===== config.mk =====
export PLATFORM = sky130hd
export DESIGN_NAME = fetch_ctrl
export DESIGN_NICKNAME = d
export VERILOG_FILES = /design/src/rtl/fetch_ctrl.sv
export SDC_FILE = /design/constraint.sdc
export NUM_CORES = 1
export LEC_CHECK = 0
export ABC_AREA = 1
export BUFFER_PORTS_ARGS = -buffer_cell sky130_fd_sc_hd__buf_2
export CAP_MARGIN = 20
export CORE_ASPECT_RATIO = 1.4
export CORE_UTILIZATION = 38
export CTS_BUF_LIST = sky130_fd_sc_hd__clkbuf_2
export CTS_CLUSTER_DIAMETER = 200
export DETAILED_ROUTE_END_ITERATION = 7
export PLACE_DENSITY = 0.94
export SETUP_SLACK_MARGIN = 0.4
export SLEW_MARGIN = 25
export SYNTH_ARGS = -nofsm -noshare
export SYNTH_HDL_FRONTEND = slang
export SYNTH_SLANG_ARGS = --single-unit
export TNS_END_PERCENT = 1

===== constraint.sdc =====
create_clock -name clock -period 1.64 [get_ports clock]
set_clock_uncertainty 0.05 [all_clocks]
set_input_delay 0.41 -clock clock [delete_from_list [all_inputs] [get_ports clock]]
set_output_delay 0.41 -clock clock [all_outputs]
set_load 0.02 [all_outputs]

===== src/rtl/fetch_ctrl.sv =====
// fetch_ctrl: sequencing controller for the instruction-fetch stage.
//
// After reset the block owns the instruction-memory write port and accepts
// LOAD_WORDS program words from a loader. Once the last word is written it
// hands control to fetch. From then on it drives the PC load enable, the PC mux
// select and the IF/ID flush. These outputs follow the hazard-unit stall and
// the EX/MEM taken-branch decision (pcsrc).
//
// Parameters:
//   LOAD_WORDS   - words delivered by the loader before fetch starts (1..64)
//   FLUSH_CYCLES - IF/ID bubbles held after a taken branch (1..3)
//
// Ports:
//   clock, reset_n        - rising-edge clock, asynchronous active-low reset
//   ld_valid/ld_data      - loader word stream; ld_ready accepts it
//   mem_we/waddr/wdata    - instruction memory write port (combinational)
//   stall, pcsrc          - hazard-unit stall, taken branch from EX/MEM
//   pc_en, pc_sel         - PC/IF-ID load enable, PC mux (1 = branch target)
//   flush                 - registered IF/ID bubble request
//   boot_done             - sticky "program loaded" flag
//   state                 - LOAD=0, RUN=1, STALL=2, FLUSH=3
//   perf_stall/perf_flush - saturating performance counters
//
// Optional feature macro: FETCH_CTRL_PERF_EN. When it is defined, the perf
// counters are built. When it is undefined, both ports are tied to zero.

module fetch_ctrl #(
    parameter int unsigned LOAD_WORDS   = 18,
    parameter int unsigned FLUSH_CYCLES = 2
) (
    input  logic        clock,
    input  logic        reset_n,
    input  logic        ld_valid,
    input  logic [31:0] ld_data,
    output logic        ld_ready,
    output logic        mem_we,
    output logic [5:0]  mem_waddr,
    output logic [31:0] mem_wdata,
    input  logic        stall,
    input  logic        pcsrc,
    output logic        pc_en,
    output logic        pc_sel,
    output logic        flush,
    output logic        boot_done,
    output logic [1:0]  state,
    output logic [15:0] perf_stall,
    output logic [15:0] perf_flush
);

    typedef enum logic [1:0] {
        StLoad  = 2'd0,
        StRun   = 2'd1,
        StStall = 2'd2,
        StFlush = 2'd3
    } state_e;

    localparam logic [5:0] LastWord  = 6'(LOAD_WORDS - 1);
    localparam logic [1:0] FlushInit = 2'(FLUSH_CYCLES);

    state_e     state_q, state_d;
    logic [5:0] wcnt_q, wcnt_d;
    logic [1:0] fcnt_q, fcnt_d;
    logic       boot_done_q, boot_done_d;
    logic       flush_q, flush_d;

    always_ff @(posedge clock or negedge reset_n) begin
        if (!reset_n) begin
            state_q     <= StLoad;
            wcnt_q      <= 6'd0;
            fcnt_q      <= 2'd0;
            boot_done_q <= 1'b0;
            flush_q     <= 1'b0;
        end else begin
            state_q     <= state_d;
            wcnt_q      <= wcnt_d;
            fcnt_q      <= fcnt_d;
            boot_done_q <= boot_done_d;
            flush_q     <= flush_d;
        end
    end

    always_comb begin
        state_d     = state_q;
        wcnt_d      = wcnt_q;
        fcnt_d      = fcnt_q;
        boot_done_d = boot_done_q;
        ld_ready    = 1'b0;
        mem_we      = 1'b0;
        pc_en       = 1'b0;
        pc_sel      = 1'b0;

        if (state_q == StLoad) begin
            ld_ready = 1'b1;
            // Gate with reset_n so no write strobe leaks out while reset is held.
            mem_we   = ld_valid & reset_n;
            if (ld_valid) begin
                wcnt_d = wcnt_q + 6'd1;
                if (wcnt_q == LastWord) begin
                    state_d     = StRun;
                    boot_done_d = 1'b1;
                end
            end
        end else begin
            pc_sel = pcsrc;
            // A taken branch must redirect the PC even when a stall is requested.
            pc_en  = pcsrc | ~stall;
            unique case (state_q)
                StRun: begin
                    if (pcsrc) begin
                        state_d = StFlush;
                        fcnt_d  = FlushInit;
                    end else if (stall) begin
                        state_d = StStall;
                    end
                end
                StStall: begin
                    if (pcsrc) begin
                        state_d = StFlush;
                        fcnt_d  = FlushInit;
                    end else if (!stall) begin
                        state_d = StRun;
                    end
                end
                StFlush: begin
                    if (pcsrc) begin
                        fcnt_d = FlushInit;
                    end else if (fcnt_q == 2'd1) begin
                        state_d = stall ? StStall : StRun;
                        fcnt_d  = 2'd0;
                    end else begin
                        fcnt_d = fcnt_q - 2'd1;
                    end
                end
                default: state_d = state_q;
            endcase
        end

        // Flush is high for exactly the cycles spent in FLUSH.
        flush_d = (state_d == StFlush);
    end

    assign mem_waddr = wcnt_q;
    assign mem_wdata = ld_data;
    assign flush     = flush_q;
    assign boot_done = boot_done_q;
    assign state     = state_q;

`ifdef FETCH_CTRL_PERF_EN
    logic [15:0] perf_stall_q, perf_stall_d;
    logic [15:0] perf_flush_q, perf_flush_d;

    always_ff @(posedge clock or negedge reset_n) begin
        if (!reset_n) begin
            perf_stall_q <= 16'd0;
            perf_flush_q <= 16'd0;
        end else begin
            perf_stall_q <= perf_stall_d;
            perf_flush_q <= perf_flush_d;
        end
    end

    always_comb begin
        perf_stall_d = perf_stall_q;
        perf_flush_d = perf_flush_q;
        if (state_q != StLoad) begin
            if (!pc_en && (perf_stall_q != 16'hFFFF)) begin
                perf_stall_d = perf_stall_q + 16'd1;
            end
            if (pcsrc && (perf_flush_q != 16'hFFFF)) begin
                perf_flush_d = perf_flush_q + 16'd1;
            end
        end
    end

    assign perf_stall = perf_stall_q;
    assign perf_flush = perf_flush_q;
`else
    assign perf_stall = 16'd0;
    assign perf_flush = 16'd0;
`endif

endmodule

== Word level (Yosys, flattened, before mapping) ==
Index checks and enable logic that the tools add are counted.
Word-level totals
  RAM bits: 0
  memory bits (read-only): 0
  bits in latches: 0
  input bits: 37
  flip-flop bits (word level): 12
  logic and storage cells: 43
  output and inout bits: 78
  memories: 0
Cells by class
  $mul: 0
  muxes and demuxes: 19
  reduce and logical (&&, ||, !) cells: 6
  add/subtract/negate cells: 2
  equal/unequal tests: 7
  shift operators: 0
  bitwise gates (word level): 4
  div/mod/pow operators: 0
  order comparisons: 0
Operators with widths (count)
  $mux W2: 13
  $add A6 B1 Y6 const B: 1
  $eq A2 B2 Y1 const B: 3
  $eq A6 B5 Y1 const B: 1
  $pmux W2 S3: 1
  $reduce_and A3 Y1: 2
  $eq A2 B1 Y1 const B: 2
  $mux W1: 4
  $pmux W2 S2: 1
  $logic_not A2 Y1: 1
  $ne A2 B1 Y1 const B: 1
  $not A1 Y1: 2
  $reduce_and A2 Y1: 1
  $reduce_bool A2 Y1: 1
  $reduce_or A2 Y1: 1
  $sub A2 B1 Y2 const B: 1
  $and A1 B1 Y1: 1
  $or A1 B1 Y1: 1

== Logic depth before layout (Yosys ltp) ==
Gate-level depths: netlist of the first run.
  depth after elaboration: 6
  mapped depth: 11
  gate-level depth less buffers: 11

== Worst setup path before layout of the first run ==
No wires, ideal clock.
  kind: reg-to-output
  start point: reg state_q[1], in the netlist state[1]
  end point: out mem_we
  path slack: -0.281 ns
  stages on the path, launching flop included: 5
  required time: 1.180 ns
  arrival time: 1.461 ns
  path through: dfrtp_1 inv_1 ha_1 nand2_4 nor2_1
Between the ends
  cells in the longest elaborated chain, start to end: 2
Ends and longest elaborated chain
  start: declaration: RTL line 60  | state_e state_q, state_d;
  start signal: assignment: RTL line 68  | state_q <= StLoad;
  start signal: assignment: RTL line 74  | state_q <= state_d;
  $logic_not A2 Y1: RTL line 92  | if (state_q == StLoad) begin
  $mux W1: RTL line 92
  end: declaration: RTL line 36  | output logic mem_we,
No other way between the ends.

== Worst setup path in the final report of the first run ==
  start point: reg state_q[0], in the netlist state[0]
  end point: out pc_en
Between the ends
  cells in the longest elaborated chain, start to end: 2
Ends and longest elaborated chain
  $logic_not A2 Y1: RTL line 92
  $mux W1: RTL line 92
  end: declaration: RTL line 41  | output logic pc_en,
No other way between the ends.

==> key figures, run 1 <==
Status
  – Status: finished with violations
  – Violated checks: setup timing

Critical path
  – CP Max Fanout: 3
  – Startpoint type of the worst setup path: register
  – Crit. Startpoint: state[0]
  – Crit. End Element: output port
  – CP Class: register to output port
  – Arrival @ worst endpoint: about 1.2 ns
  – Worst EP required: between 1 and 1.5 ns
  – Reg-to-reg startpoint: state[0]
  – R2R Setup Slk: 0.23 ns

Floorplanning
  – Die height: just under 70 um
  – Core box area: 3090 um2
  – Initial core utilization: between 30% and 40%
  – Die area: between 3000 and 4000 um2
  – Io pins: between 100 and 150
  – Die Span X: between 50 and 60 um
  – Row count: 24

Yosys
  – Post-synth EDFFs: 0
  – Top cells by area, synth: buf_4 39%, dfrtp_1 24%, nand2_1 8.0%, ha_1 7.1%, inv_1 4.0%
  – Synth cell count leaders: 64 x buf_4, 26 x nand2_1, 13 x inv_1
  – Asr flop ratio synth: between 90% and 100%
  – Post-synth cell types: 21
  – Count leader, synth: buf_4
  – Syn_area_per_cell: about 8 um2
  – #FFs+latches synth: 12
  – Synth Cell Area: roughly 1200 um2
  – Main synth FF type: dfrtp_1
  – Synth top area share: about two fifths
  – Sequential-to-total area share from yosys stat: between 20% and 30%
  – Synth warnings: 0
  – Post-synth top area cell: buf_4
  – Post-Synthesis Cells: around 160

Detailed routing
  – Total wire length: around 2.0 mm
  – Highest routed metal layer: met4
  – Met2 Wirelength: roughly 960 um
  – # DRC: 0
  – Wire length on met1: between 700 and 800 um
  – DR pass1 iterations: 4
  – Wire per inst: 10.5 um
  – Met3 WL post-DR: about 170 um
  – DR iter-0 viols: 10
  – Via density: between 4 and 5
  – Via count: between 700 and 800
  – DRT antenna net count: 0

Placement
  – Post-place setup slack: approximately 0.13 ns
  – DP Area: 1050 um2
  – Post-DP HPWL: 1.52 mm
  – GP Congestion: ~0.77
  – IO buf count: 18

Power and ir drop
  – Sw Pwr: a little under 0.001 W
  – Sw Share: between 40% and 50%
  – Internal power: ~0.0011 W
  – P per Cell Area: 1690 nW/um2
  – Register share of total power: 26.6%
  – Combinational power share: between 60% and 70%
  – Clk network pwr share: ~8%
  – Leakage: 0.651 nW
  – Peak VDD IR: a little under 0.8 mV

Min path
  – HP Class: input port to async pin

Clocking
  – Clk slew on worst S/H paths: 0.13 ns
  – Clock sinks: 12
  – CTS tree: done
  – Root Buffer: clkbuf_2
  – Worst skew pair latency: 0.26 ns
  – CTS Buf Count: 3
  – Hold Buf Count CTS: 0
  – H-tree level count: 1
  – Deepest clock path buffer count: 2

Timing
  – Final Cycle Share: 104%
  – Setup ws final: -0.0588 ns
  – Hold Vio Cnt, Final: 0
  – RSZ-0062 raised after global routing: yes
  – Clock period minus worst slack: about 1.7 ns
  – Max-slew violation count: 0
  – Sum Neg Setup Slack: -0.178 ns
  – Final setup vio count: 4
  – Max Clk Rate: roughly 590 MHz

Final layout
  – FF+latch area: ~310 um2
  – Post-route cell area: 1200 um2
  – Multi-input gate area: 549 um2
  – Layout Utilization: 38.7%
  – Fillcell total: 332
  – Share of cells above drive strength 1: 32.9%
  – Area Growth Syn to Fin: -2.35%
  – Post-layout nets: 197
  – Antenna fix cells: 0

Global routing
  – Vias in the first global route: between 700 and 800
  – GR Overflow Total: 0
  – Initial antenna violation count: 0
  – Total Routing Usage GR: 12.5%
  – Largest net degree at the start of global routing: 13
  – First-pass GRT wire length: about 3.3 mm

Run
  – Max cap viols: 0
## layout make-up
type	instances	area share, %
clock buffer	4	1.67
tap	39	4.08
multi-input combinational	97	45.9
timing repair buffer	25	18.3
inverter	14	4.39
sequential	12	25.7
## state kept, by name, indices dropped and copies added, names as in the netlist
| name | count |
|---|---|
| flush | 1 |
| mem_waddr | 6 |
| boot_done | 1 |
| state | 2 |
| fcnt_q | 2 |
## stage by stage
stage,hold WS (ns),instances,total power [W]
3_5_place_dp,0.336,183,0.00162
3_3_place_gp,0.327,183,0.00157
6_report,0.0299,191,0.00203
2_1_floorplan,0.0644,187,0.00147
4_1_cts,0.0314,191,0.00203
5_1_grt,0.0265,191,0.00222
## metal layers
metal  vias to the layer above  GRT usage [%]
met5                         -              0
met4                         0           11.1
met3                        24           2.19
met2                        49           19.6
met1                       351           14.2
li1                        372              -
## worst paths after layout
kind | endpoint | cells after the start
min in group clock | fcnt_q[0] | 1
min | mem_waddr[4] | 2
max in group asynchronous | state[1] | 2
min reg2reg | fcnt_q[0] | 1
max reg2reg | flush | 9
max | pc_en | 5
## cells in the final DEF (no fill, tap or decap)
cell type and instances:
a21oi_1 2, nor2_2 3, clkbuf_2 4, buf_4 10, nor3_2 1, o21ai_0 2, ha_1 5, o21ai_2 1
xnor2_1 2, nor2_4 1, o21ai_1 2, nor3_1 1, nand2_1 26, ha_4 1, a21boi_0 1, nor3_4 1
inv_1 11, dfrtp_2 6, nand3_2 1, inv_2 3, a21oi_2 1, dfrtp_1 6, nor2_1 5, ha_2 1
conb_1 32, nand3_1 4, buf_6 11, buf_2 4, nand2_8 1, xor2_1 3
## power groups by stage
stage	sequential, W	combinational [W]	clock (W)
final	0.000539	0.00133	0.000161
after floorplan	0.000643	0.000830	0
after global routing	0.000562	0.00147	0.000183
after detailed placement	0.000524	0.00109	0
after CTS	0.000542	0.00132	0.000165
after global placement	0.000516	0.00105	0
## what timing repair did
action / 4_1_cts / 5_1_grt
pin swaps: 4 / 1
endpoints found under the setup margin: 24 / 23
setup buffers: 4 / 0
endpoints found under the hold margin: 0 / 0
resized for setup: 32 / 3
gates cloned: 0 / 0
## critical path, cell delays in order, from the launching register on
cell	delay, ns
dfrtp_2	0.42
inv_2	0.08
ha_4	0.19
buf_6	0.11
a21oi_2	0.03
buf_4	0.16
## kinds of logic after synthesis
| group | Yosys count | share of synthesized area, % |
|---|---|---|
| DFF | 12 | 24.5 |
| other | 1 | 0.306 |
| adders and majority gates | 7 | 7.14 |
| xor gates and xnor gates | 5 | 3.57 |
| and+or+nand+nor | 44 | 16.8 |
| AOI/OAI and AO/OA | 9 | 4.18 |
| buffers and inverters | 78 | 43.5 |
(Power assumes the default switching activity.)
==> run 2, diff against run 1 <==
Settings changed: PLACE_DENSITY 0.94 to 0.83.
==> run 2 against run 1 <==
- the run still ends with setup timing left
- critical path depth unchanged
- sequential power up 3%
- power grew 5.2%
- critical path type unchanged
- critical endpoint unchanged
- count of clock-buffer cells in the layout fell by 1
==> key figures, run 2 (synthesized netlist as in run 1, its figures left out) <==
Detailed routing
  – Via count: 800
  – Wire per inst: about 10 um
  – DR iter-0 viols: 9
  – DR pass1 iterations: 4
  – Total wire length: ~2 mm
  – # DRC: 0
  – DRT antenna net count: 0
  – Via density: approximately 4.2

Power and ir drop
  – Peak VDD IR: about 0.76 mV
  – Internal power: roughly 0.0011 W
  – P per Cell Area: roughly 1700 nW/um2
  – Sw Share: about half
  – Combinational power share: roughly two thirds
  – Clk network pwr share: approximately 7%
  – Leakage: roughly 0.66 nW
  – Register share of total power: between 20% and 30%
  – Sw Pwr: between 0.001 and 0.0015 W

Timing
  – Max-slew violation count: 0
  – RSZ-0062 raised after global routing: yes
  – Clock period minus worst slack: approximately 1.7 ns
  – Final Cycle Share: 104%
  – Sum Neg Setup Slack: -0.219 ns
  – Max Clk Rate: between 500 and 600 MHz
  – Final setup vio count: 4
  – Hold_ws: 0.422 ns
  – Hold Vio Cnt, Final: 0
  – Setup ws final: -0.0674 ns

Clocking
  – CTS Buf Count: 3
  – CTS tree: done
  – Root Buffer: clkbuf_2
  – Clock sinks: 12
  – H-tree level count: 1
  – Deepest clock path buffer count: 2
  – Worst skew pair latency: roughly 0.27 ns
  – Clk slew on worst S/H paths: 0.13 ns

Global routing
  – Largest net degree at the start of global routing: 13
  – Total Routing Usage GR: around an eighth
  – First-pass GRT wire length: roughly 3.2 mm
  – GR Overflow Total: 0
  – Vias in the first global route: 720
  – Initial antenna violation count: 0

Final layout
  – Antenna fix cells: 0
  – Max FFs per register: 6
  – Post-layout nets: 198
  – Fillcell total: roughly 330
  – Share of cells above drive strength 1: around 37%
  – Most frequent cells in the layout: 32 x conb_1, 25 x nand2_1, 14 x buf_6, 9 x inv_1, 7 x dfrtp_2
  – Most common cell after layout, fill and taps aside: conb_1
  – Area Growth Syn to Fin: 1.94%

Critical path
  – Most used cell, CP: buf_6
  – Startpoint type of the worst setup path: register
  – Arrival @ worst endpoint: between 1 and 1.5 ns
  – R2R Setup Slk: ~0.18 ns
  – CP Class: register to output port
  – Reg-to-reg startpoint: state[0]
  – Cells on worst reg2reg path: 12
  – Slowest-stage cell, CP: dfrtp_2
  – Top cell family by delay on the critical path: flip-flops
  – CP Max Fanout: 3
  – CP peak stage delay: approximately 0.40 ns
  – Worst EP required: 1.18 ns
  – Worst-path cell chain: inv_2, ha_4, buf_6, a21oi_2, buf_6
  – Critical R2R Capture: flush
  – Crit. End Element: output port
  – Buffers & Inverters on Critical Path: 3

Status
  – Violated checks: setup timing
  – Status: finished with violations

Floorplanning
  – Die Span X: roughly 50 um
  – Die height: 69.2 um
  – Row count: 24
  – Io pins: 115
  – Core box area: just over 3000 um2
  – Die area: approximately 3500 um2
  – Initial core utilization: 39.6%

Min path
  – HP Class: input port to register
  – Worst hold endpoint: mem_waddr[0]
  – Hold Path Cell Cnt: 3
  – HP Start: ld_valid

Placement
  – Post-DP HPWL: between 1 and 1.5 mm
  – Post-place setup slack: approximately 0.13 ns
  – IO buf count: 18
  – GP Congestion: slightly below 0.8

Run
  – Max cap viols: 0
run 2: worst register-to-register path: cells and delay by family, from the launching register on:
kind / cells / cell delay [ns]
flip-flops: 1 / 0.40
AND/OR/NAND/NOR: 7 / 0.40
buffers and inverters: 4 / 0.33
adder cells (fa/ha/maj): 1 / 0.16
run 2: metal layers:
layer | part of all wire, % | up-vias | GRT usage [%]
met4 | 4.1 | 0 | 7.94
met2 | 51 | 46 | 19.4
li1 | - | 373 | -
met1 | 38 | 365 | 11.9
met3 | 7.0 | 16 | 3.73
met5 | 0 | - | 0
run 2: per-stage QoR:
step           instance area [um2]  utilization [%]  total power, W  cells
3_3_place_gp                  1050             34.0         0.00157    183
3_5_place_dp                  1050             34.0         0.00160    183
2_1_floorplan                 1370                -         0.00147    187
6_report                      1250             40.4         0.00213    192
4_1_cts                       1190             38.5         0.00200    190
5_1_grt                       1250             40.4         0.00232    192
run 2: repair_timing:
item	CTS	global route
setup buffers	3	1
hold buffers	0	1
setup endpoints to repair	24	24
resized for setup	34	12
hold endpoints to repair	0	7
pin swaps	6	5
run 2: final cells by class:
class / instances / area (um2) / area share [%]
Clock buffer: 3 / 15.0 / 1.20
Clock inverter: 1 / 3.75 / 0.300
Inverter: 14 / 52.6 / 4.20
Multi-Input combinational cell: 97 / 583 / 46.6
Sequential cell: 12 / 309 / 24.7
Tap cell: 39 / 48.8 / 3.90
Timing Repair Buffer: 26 / 238 / 19.0
run 2: how the worst max path moves through the flow:
stage | from | depth (start not counted) | to
6_report | state[0] | 5 | pc_en
5_1_grt | state[0] | 5 | pc_en
4_1_cts | state[0] | 5 | pc_en
3_5_place_dp | state[0] | 5 | mem_we
3_3_place_gp | state[0] | 5 | mem_we
2_1_floorplan | state[0] | 4 | mem_we
run 2: power groups by stage:
stage | registers (W) | clock network, W | logic (W)
2_1_floorplan | 0.000643 | 0 | 0.000830
3_3_place_gp | 0.000517 | 0 | 0.00105
3_5_place_dp | 0.000525 | 0 | 0.00108
4_1_cts | 0.000546 | 0.000154 | 0.00130
5_1_grt | 0.000572 | 0.000175 | 0.00158
6_report | 0.000554 | 0.000149 | 0.00143
==> run 3, diff against run 2 <==
Settings changed: CTS_BUF_LIST sky130_fd_sc_hd__clkbuf_2 to sky130_fd_sc_hd__clkbuf_8.
==> run 3 against run 2 <==
- the flow still finishes with violations (setup timing)
- count of clock-buffer cells in the layout grew 1
- die area is the same
- sequential cell count is the same
- utilization grew 0.40 points
- final area grew 1.0%
- critical path type unchanged
- critical endpoint unchanged
- largest cell class unchanged
==> key figures, run 3 (synthesized netlist as in run 1, its figures left out) <==
Status
  – Status: finished with violations
  – Violated checks: setup timing

Critical path
  – Arrival @ worst endpoint: 1.20 ns
  – Buffers & Inverters on Critical Path: 3
  – Startpoint type of the worst setup path: register
  – Cells on worst reg2reg path: 12
  – Slowest-stage cell, CP: dfrtp_2
  – Top cell family by delay on the critical path: flip-flops
  – Critical Path Stages: 5
  – CP Class: register to output port
  – Worst EP required: 1.18 ns
  – Most used cell, CP: buf_6
  – Crit. End Element: output port
  – CP peak stage delay: 0.37 ns
  – Worst-path cell chain: inv_2, ha_4, buf_6, a21oi_2, buf_6
  – CP Max Fanout: 3

Final layout
  – Post-Layout Cell Count: between 150 and 200
  – Area Growth Syn to Fin: 2.96%
  – Max FFs per register: 6
  – Post-route cell area: between 1000 and 1500 um2
  – Antenna fix cells: 0
  – Most frequent cells in the layout: 32 x conb_1, 25 x nand2_1, 11 x buf_6, 10 x inv_1, 8 x buf_4
  – Post-layout nets: ~200
  – Share of cells above drive strength 1: 37.5%
  – Most common cell after layout, fill and taps aside: conb_1

Timing
  – Setup ws final: -0.0173 ns
  – Clock period minus worst slack: roughly 1.7 ns
  – Max Clk Rate: ~600 MHz
  – Max-slew violation count: 0
  – RSZ-0062 raised after global routing: yes
  – Hold Vio Cnt, Final: 0
  – Final Cycle Share: 101%
  – Sum Neg Setup Slack: -0.0328 ns
  – Final setup vio count: 3

Power and ir drop
  – Peak VDD IR: 0.768 mV
  – Leakage: between 0.6 and 0.7 nW
  – P per Cell Area: around 1800 nW/um2
  – Total power: about 0.0023 W

Clocking
  – Worst skew pair latency: about 0.25 ns
  – Clk slew on worst S/H paths: about 0.060 ns
  – Clock sinks: 12
  – H-tree level count: 1
  – Root Buffer: clkbuf_8
  – CTS tree: done
  – CTS Buf Count: 3
  – Deepest clock path buffer count: 2

Run
  – Max cap viols: 0

Placement
  – DP Area: between 1000 and 1500 um2
  – Post-DP HPWL: approximately 1.4 mm
  – GP Congestion: around 0.77
  – Post-place setup slack: 0.128 ns
  – Placed cell count: roughly 180
  – IO buf count: 18

Detailed routing
  – # DRC: 0
  – DRT antenna net count: 0
  – DR pass1 iterations: 4
  – Total wire length: slightly below 2 mm
  – Wire per inst: a little over 10 um
  – DR iter-0 viols: 10
  – Via density: a little over 4
  – Via count: roughly 780

Global routing
  – First-pass GRT wire length: between 3 and 4 mm
  – GR Overflow Total: 0
  – Largest net degree at the start of global routing: 13
  – Vias in the first global route: approximately 700
  – Initial antenna violation count: 0
  – Total Routing Usage GR: 11.7%

Floorplanning
  – Die Span X: roughly 50 um
  – Die height: 69.2 um
  – Die area: 3460 um2
  – Initial core utilization: between 30% and 40%
  – Core box area: slightly above 3000 um2
  – Row count: 24
  – Io pins: roughly 120

Min path
  – HP Class: input port to async pin
## run 3: cell count changes in the layout (fill, tap and decap cells not counted), sizes merged
cell	previous run	this run
clkbuf	3	4
clkinv	1	0
dlygate4sd3	1	0
## run 3: routing by layer
layer | part of all wire, % | wire length (um) | track usage [%] | up-vias
li1 | - | - | - | 371
met1 | 38 | 741 | 11.9 | 350
met2 | 48 | 926 | 18.4 | 44
met3 | 7.2 | 140 | 3.07 | 18
met4 | 6.6 | 127 | 11.7 | 0
met5 | 0 | 0 | 0 | -
## run 3: layout make-up
| class | instances | area [um2] |
|---|---|---|
| inverters | 14 | 52.6 |
| well taps | 39 | 48.8 |
| repair buffers | 25 | 214 |
| multi-input cells | 97 | 583 |
| fillers | 326 | 1830 |
| flip-flops and latches | 12 | 309 |
| clock buffers | 4 | 55.1 |
## run 3: report_power, final
group | total [W] | leakage [nW] | internal (W) | switching [W]
Clock | 0.000325 | 0.0288 | 0.000212 | 0.000113
Sequential | 0.000550 | 0.138 | 0.000423 | 0.000128
Combinational | 0.00139 | 0.499 | 0.000600 | 0.000791
## run 3: worst paths after layout
kind                       startpoint           end  slack, ns
min                           reset_n  mem_waddr[2]       0.04
max                          state[0]         pc_en      -0.02
max in group asynchronous     reset_n      state[1]       1.33
min reg2reg                 fcnt_q[0]     fcnt_q[0]       0.44
min in group clock          fcnt_q[0]     fcnt_q[0]       0.44
max reg2reg                  state[0]         flush       0.21
## run 3: repair_timing
| action | in CTS | in global routing |
|---|---|---|
| buffers inserted | 3 | 1 |
| gates resized for setup | 29 | 12 |
| cloned | 0 | 0 |
| pin swaps | 6 | 4 |
| endpoints found under the setup margin | 22 | 23 |
| hold buffers | 0 | 0 |
## run 3: worst reg2reg max path, cell delays in order, from the launching register on
cell,delay [ns]
dfrtp_2,0.37
inv_2,0.05
buf_4,0.12
buf_4,0.13
ha_4,0.16
nand2_1,0.06
nand3_1,0.06
nand2_1,0.06
nand2_1,0.05
nand2_1,0.05
nand2_1,0.06
nand2_1,0.06
inv_1,0.03
## run 3: metrics by stage
stage	util, %	hold slack, ns
2_1_floorplan	-	0.0644
3_3_place_gp	34.0	0.312
3_5_place_dp	34.0	0.310
4_1_cts	39.1	0.0450
5_1_grt	40.8	0.0572
6_report	40.8	0.0409
